File: config.mk
export PLATFORM = sky130hd
export DESIGN_NAME = filter_switch_seq
export DESIGN_NICKNAME = d
export VERILOG_FILES = /design/src/rtl/filter_switch_seq.sv
export SDC_FILE = /design/constraint.sdc
export NUM_CORES = 1
export LEC_CHECK = 0
export CAP_MARGIN = 20
export CORE_MARGIN = 4
export CORE_UTILIZATION = 50
export DETAILED_ROUTE_END_ITERATION = 6
export GPL_ROUTABILITY_DRIVEN = 0
export PLACE_DENSITY = 0.71
export SETUP_SLACK_MARGIN = 0.3
export SLEW_MARGIN = 10
export SYNTH_ARGS = -nofsm -noshare
export SYNTH_HDL_FRONTEND = slang
export SYNTH_SLANG_ARGS = --single-unit
File: constraint.sdc
create_clock -name clk -period 3 [get_ports clk]
set_clock_uncertainty 0.15 [all_clocks]
set_input_delay 0.6 -clock clk [delete_from_list [all_inputs] [get_ports clk]]
set_output_delay 0.6 -clock clk [all_outputs]
set_load 0.05 [all_outputs]
File: src/rtl/filter_switch_seq.sv
// Filter bank switch sequencer: qualifies the requested band index, then
// opens the old path, waits, closes the new path and holds the DDS mute
// until the new filter has settled.
module filter_switch_seq #(
  parameter int unsigned STABLE_CYC = 16,
  parameter int unsigned BREAK_CYC  = 200,
  parameter int unsigned SETTLE_CYC = 2000,
  parameter int unsigned CNT_W      = 16
) (
  input  logic       clk,
  input  logic       rst_n,
  input  logic [2:0] filter_select,
  output logic [7:0] filter_en,
  output logic [2:0] sel_active,
  output logic       mute,
  output logic       busy,
  output logic       switch_done
);

  localparam int unsigned SEL_W = 3;
  localparam int unsigned EN_W  = 8;

  localparam logic [CNT_W-1:0] STABLE_LAST = CNT_W'(STABLE_CYC - 1);
  localparam logic [CNT_W-1:0] BREAK_LAST  = CNT_W'(BREAK_CYC - 1);
  localparam logic [CNT_W-1:0] SETTLE_LAST = CNT_W'(SETTLE_CYC - 1);

  typedef enum logic [1:0] {
    ST_IDLE   = 2'd0,
    ST_QUAL   = 2'd1,
    ST_BREAK  = 2'd2,
    ST_SETTLE = 2'd3
  } state_t;

  state_t           state_q, state_d;
  logic [CNT_W-1:0] cnt_q, cnt_d;
  logic [SEL_W-1:0] cur_sel_q, cur_sel_d;
  logic [SEL_W-1:0] cand_q, cand_d;
  logic [EN_W-1:0]  filter_en_q, filter_en_d;
  logic [SEL_W-1:0] sel_active_q, sel_active_d;
  logic             mute_q, mute_d;
  logic             busy_q, busy_d;
  logic             switch_done_q, switch_done_d;

  function automatic logic [EN_W-1:0] onehot(input logic [SEL_W-1:0] idx);
    onehot = EN_W'(1) << idx;
  endfunction

  // State and output registers; reset starts the power-up switch to path 0
  always_ff @(posedge clk) begin
    if (!rst_n) begin
      state_q       <= ST_BREAK;
      cnt_q         <= '0;
      cur_sel_q     <= '0;
      cand_q        <= '0;
      filter_en_q   <= '0;
      sel_active_q  <= '0;
      mute_q        <= 1'b1;
      busy_q        <= 1'b1;
      switch_done_q <= 1'b0;
    end else begin
      state_q       <= state_d;
      cnt_q         <= cnt_d;
      cur_sel_q     <= cur_sel_d;
      cand_q        <= cand_d;
      filter_en_q   <= filter_en_d;
      sel_active_q  <= sel_active_d;
      mute_q        <= mute_d;
      busy_q        <= busy_d;
      switch_done_q <= switch_done_d;
    end
  end

  // Next-state and next-output logic; one shared counter times every phase
  always_comb begin
    state_d       = state_q;
    cnt_d         = cnt_q;
    cur_sel_d     = cur_sel_q;
    cand_d        = cand_q;
    filter_en_d   = filter_en_q;
    sel_active_d  = sel_active_q;
    mute_d        = mute_q;
    switch_done_d = 1'b0;

    case (state_q)
      ST_IDLE: begin
        filter_en_d = onehot(cur_sel_q);
        mute_d      = 1'b0;
        if (filter_select != cur_sel_q) begin
          cand_d  = filter_select;
          cnt_d   = '0;
          state_d = ST_QUAL;
        end
      end
      ST_QUAL: begin
        if (filter_select == cur_sel_q) begin
          state_d = ST_IDLE;
        end else if (filter_select != cand_q) begin
          cand_d = filter_select;
          cnt_d  = '0;
        end else if (cnt_q == STABLE_LAST) begin
          filter_en_d = '0;
          mute_d      = 1'b1;
          cnt_d       = '0;
          state_d     = ST_BREAK;
        end else begin
          cnt_d = cnt_q + CNT_W'(1);
        end
      end
      ST_BREAK: begin
        filter_en_d = '0;
        if (cnt_q == BREAK_LAST) begin
          cur_sel_d    = cand_q;
          sel_active_d = cand_q;
          filter_en_d  = onehot(cand_q);
          cnt_d        = '0;
          state_d      = ST_SETTLE;
        end else begin
          cnt_d = cnt_q + CNT_W'(1);
        end
      end
      ST_SETTLE: begin
        if (cnt_q == SETTLE_LAST) begin
          mute_d        = 1'b0;
          switch_done_d = 1'b1;
          state_d       = ST_IDLE;
        end else begin
          cnt_d = cnt_q + CNT_W'(1);
        end
      end
      default: begin
        state_d = ST_BREAK;
      end
    endcase

    busy_d = (state_d != ST_IDLE);
  end

  assign filter_en   = filter_en_q;
  assign sel_active  = sel_active_q;
  assign mute        = mute_q;
  assign busy        = busy_q;
  assign switch_done = switch_done_q;

endmodule

==> results by group <==
Global routing
  – First-pass GRT wire length: 7370 microns
  – Total GRT Usage: 17.7%
  – Largest net degree at the start of global routing: 17
  – Initial antenna violation count: 0
  – Vias in the first global route: 1532
  – GR Overflow Total: 0

Status
  – Status: completed

Layout
  – Final Core Density: 60.9%
  – Fraction of layout cells with a size suffix above 1: 10.0%
  – Final Non-Filler Cells: 297
  – N_diodes: 0
  – Fin nets: 259
  – Commonest non-fill, non-tap cells in the layout: dfxtp_1, nor2_1, clkdlybuf4s50_1
  – Commonest non-fill, non-tap cell in the layout: dfxtp_1
  – Area grow syn2layout: 14.1%

Die
  – Num rows: 22
  – Die X: 71.5 microns
  – I/O pins: 19
  – Initial Util: 53.4%
  – Die ar.: 5110 sq um
  – Core ar.: 3770 sq um
  – Die Y-Extent: 71.5 microns

Clock tree
  – Clock tree root driver cell: clkbuf_8
  – H-tree depth: 2
  – Worst-skew pair later-pin latency: 0.29 ns
  – Postcts setup bufs: 0
  – TritonCTS Sinks: 35
  – Clock transition at path regs: 0.07 ns
  – TritonCTS buffer count: 5
  – CTS tree: built
  – CTS Buffer Depth: 2

Routing
  – Vias: 1681
  – Final WL: 4260 microns
  – DRC: 0
  – Via/cell ratio: 5.66
  – Drt initial violations: 114
  – Initial DRT Pass Iterations: 4
  – Post-DRT Antenna Nets: 0
  – Wire per inst: 14.3 microns

Pwr
  – Leakage power: 0.883 nW
  – Tot Pwr: 1.67 mW
  – VDD IR max: 0.609 mV
  – Power Density: 728 nW/um^2

Critical path
  – Worst path max stage delay: 0.61 ns
  – Startpoint types: flip-flop
  – CP Capture Type: flip-flop
  – CP max FO: 9
  – Largest delay share family, worst path: simple AND/OR/NAND/NOR gates
  – CP bufs+invs: 1
  – CP arrival: 2.51 ns
  – CP max stage cell: or4_4
  – Class of the most critical setup path: reg2reg
  – CP cell instances: or4_4 -> nor3_1 -> a41oi_2 -> buf_4 -> nor2b_1 -> xnor2_1 -> nor2_1
  – Worst Path Required: 3.02 ns

STA
  – Fin. Hold Viols: 0
  – Slew HR: 66.1%
  – Actual slew at the worst max-slew pin: 0.507 ns
  – Final Max Slew Viols: 0
  – Fin crit period: 2.50 ns
  – Final Cycle Share: 83.2%
  – TNS Setup: 0 ns
  – Hold slack: 0.344 ns
  – Fmax: 0.400 GHz
  – RSZ-0062 raised after global routing: false
  – Final setup fails: 0

Logic synthesis
  – Post-synthesis net count: 245
  – Synth Instances: 234
  – Synth unique cells: 52
  – Synth warn: 0
  – Cell area after synthesis: 2010 sq um
  – Synth Flop Type: dfxtp_1
  – Register area share after synthesis: 34.8%
  – Syn Area/Cell: 8.61 sq um
  – #FFs+latches synth: 35
  – FFs w/ async S/R, synth: 0%
  – Post-synth EDFFs: 0

Placement
  – Cells after DPL: 289
  – DP HPWL: 3080 microns
  – Buffers on Ports: 18

Hold path
  – Hold Crit Class: reg2reg

Job
  – Max Cap Viol: 0
## kinds of logic after synthesis
| group | count (synthesis) | synth area share, % |
|---|---|---|
| AO/OA/AOI/OAI | 37 | 14.3 |
| XOR/XNOR | 16 | 6.96 |
| adder cells (fa/ha/maj) | 6 | 3.73 |
| buffers and inverters | 24 | 6.02 |
| flip-flops | 35 | 34.8 |
| multiplexers | 5 | 2.48 |
| AND/OR/NAND/NOR | 111 | 31.7 |
## per-stage QoR
| stage | worst slack [ns] | cell area, sq um |
|---|---|---|
| 6_report | 0.503 | 2300 |
| 4_1_cts | 0.447 | 2290 |
| 3_3_place_gp | 0.256 | 2190 |
| 5_1_grt | 0.362 | 2300 |
| 3_5_place_dp | 0.211 | 2190 |
| 2_1_floorplan | 0.671 | 2010 |
## cell type report
| class | count | area (sq um) |
|---|---|---|
| sequential | 35 | 701 |
| fill | 356 | 1470 |
| timing repair buffer | 21 | 203 |
| inverter | 10 | 37.5 |
| tap | 48 | 60.1 |
| multi-input combinational | 175 | 1200 |
| clock buffer | 8 | 100 |
## flip-flops by register name, summed over array words and instances, names as in the netlist
register	flops
switch_done	1
cnt_q	16
cand_q	3
mute	1
state_q	2
sel_active	3
busy	1
filter_en	8
## worst reg2reg max path, delay by kind of cell, from the launching register on
kind / cells / cell delay [ns]
compound gates: 1 / 0.34
xor+xnor: 1 / 0.14
simple gates: 4 / 1.10
flops: 1 / 0.39
buf+inv: 1 / 0.27
## synthesized netlist by cell type, types with 4 or more instances
cell type	count	share of area, %
a21oi_1	9	2.2
a31oi_1	4	1.2
and3_1	4	1.2
buf_2	4	0.99
clkbuf_1	5	0.93
dfxtp_1	35	35
ha_1	6	3.7
inv_1	9	1.7
mux2i_1	5	2.5
nand2_1	17	3.2
nand2b_1	4	1.2
nand3_1	11	2.7
nand4_1	10	3.1
nor2_1	33	6.1
nor3_1	5	1.2
o311a_1	5	2.5
xnor2_1	5	2.2
xor2_1	11	4.8
## per-layer routing
layer / vias up / wire, microns / track usage [%]
li1: 866 / - / -
met1: 776 / 2110 / 24.1
met2: 37 / 1910 / 27.4
met3: 2 / 215 / 4.91
met4: 0 / 22 / 5.01
met5: - / 0 / 0
## report_power, final
group / switching, mW / total [mW] / internal [mW]
Combinational: 0.448 / 0.706 / 0.257
Sequential: 0.0622 / 0.597 / 0.535
Clock: 0.161 / 0.371 / 0.209
Total: 0.672 / 1.67 / 1.00
## final timing paths
path	start	endpoint	slack, ns	cells after the start
max	cnt_q[11]	cnt_q[4]	0.50	7
min reg2reg	filter_en[7]	filter_en[7]	0.34	2
min	filter_en[7]	filter_en[7]	0.34	2
max reg2reg	cnt_q[11]	cnt_q[4]	0.50	7
## repair_timing
action	4_1_cts	5_1_grt
setup endpoints to repair	0	4
gates resized for setup	0	1
hold buffers	0	0
(Power assumes the default switching activity.)
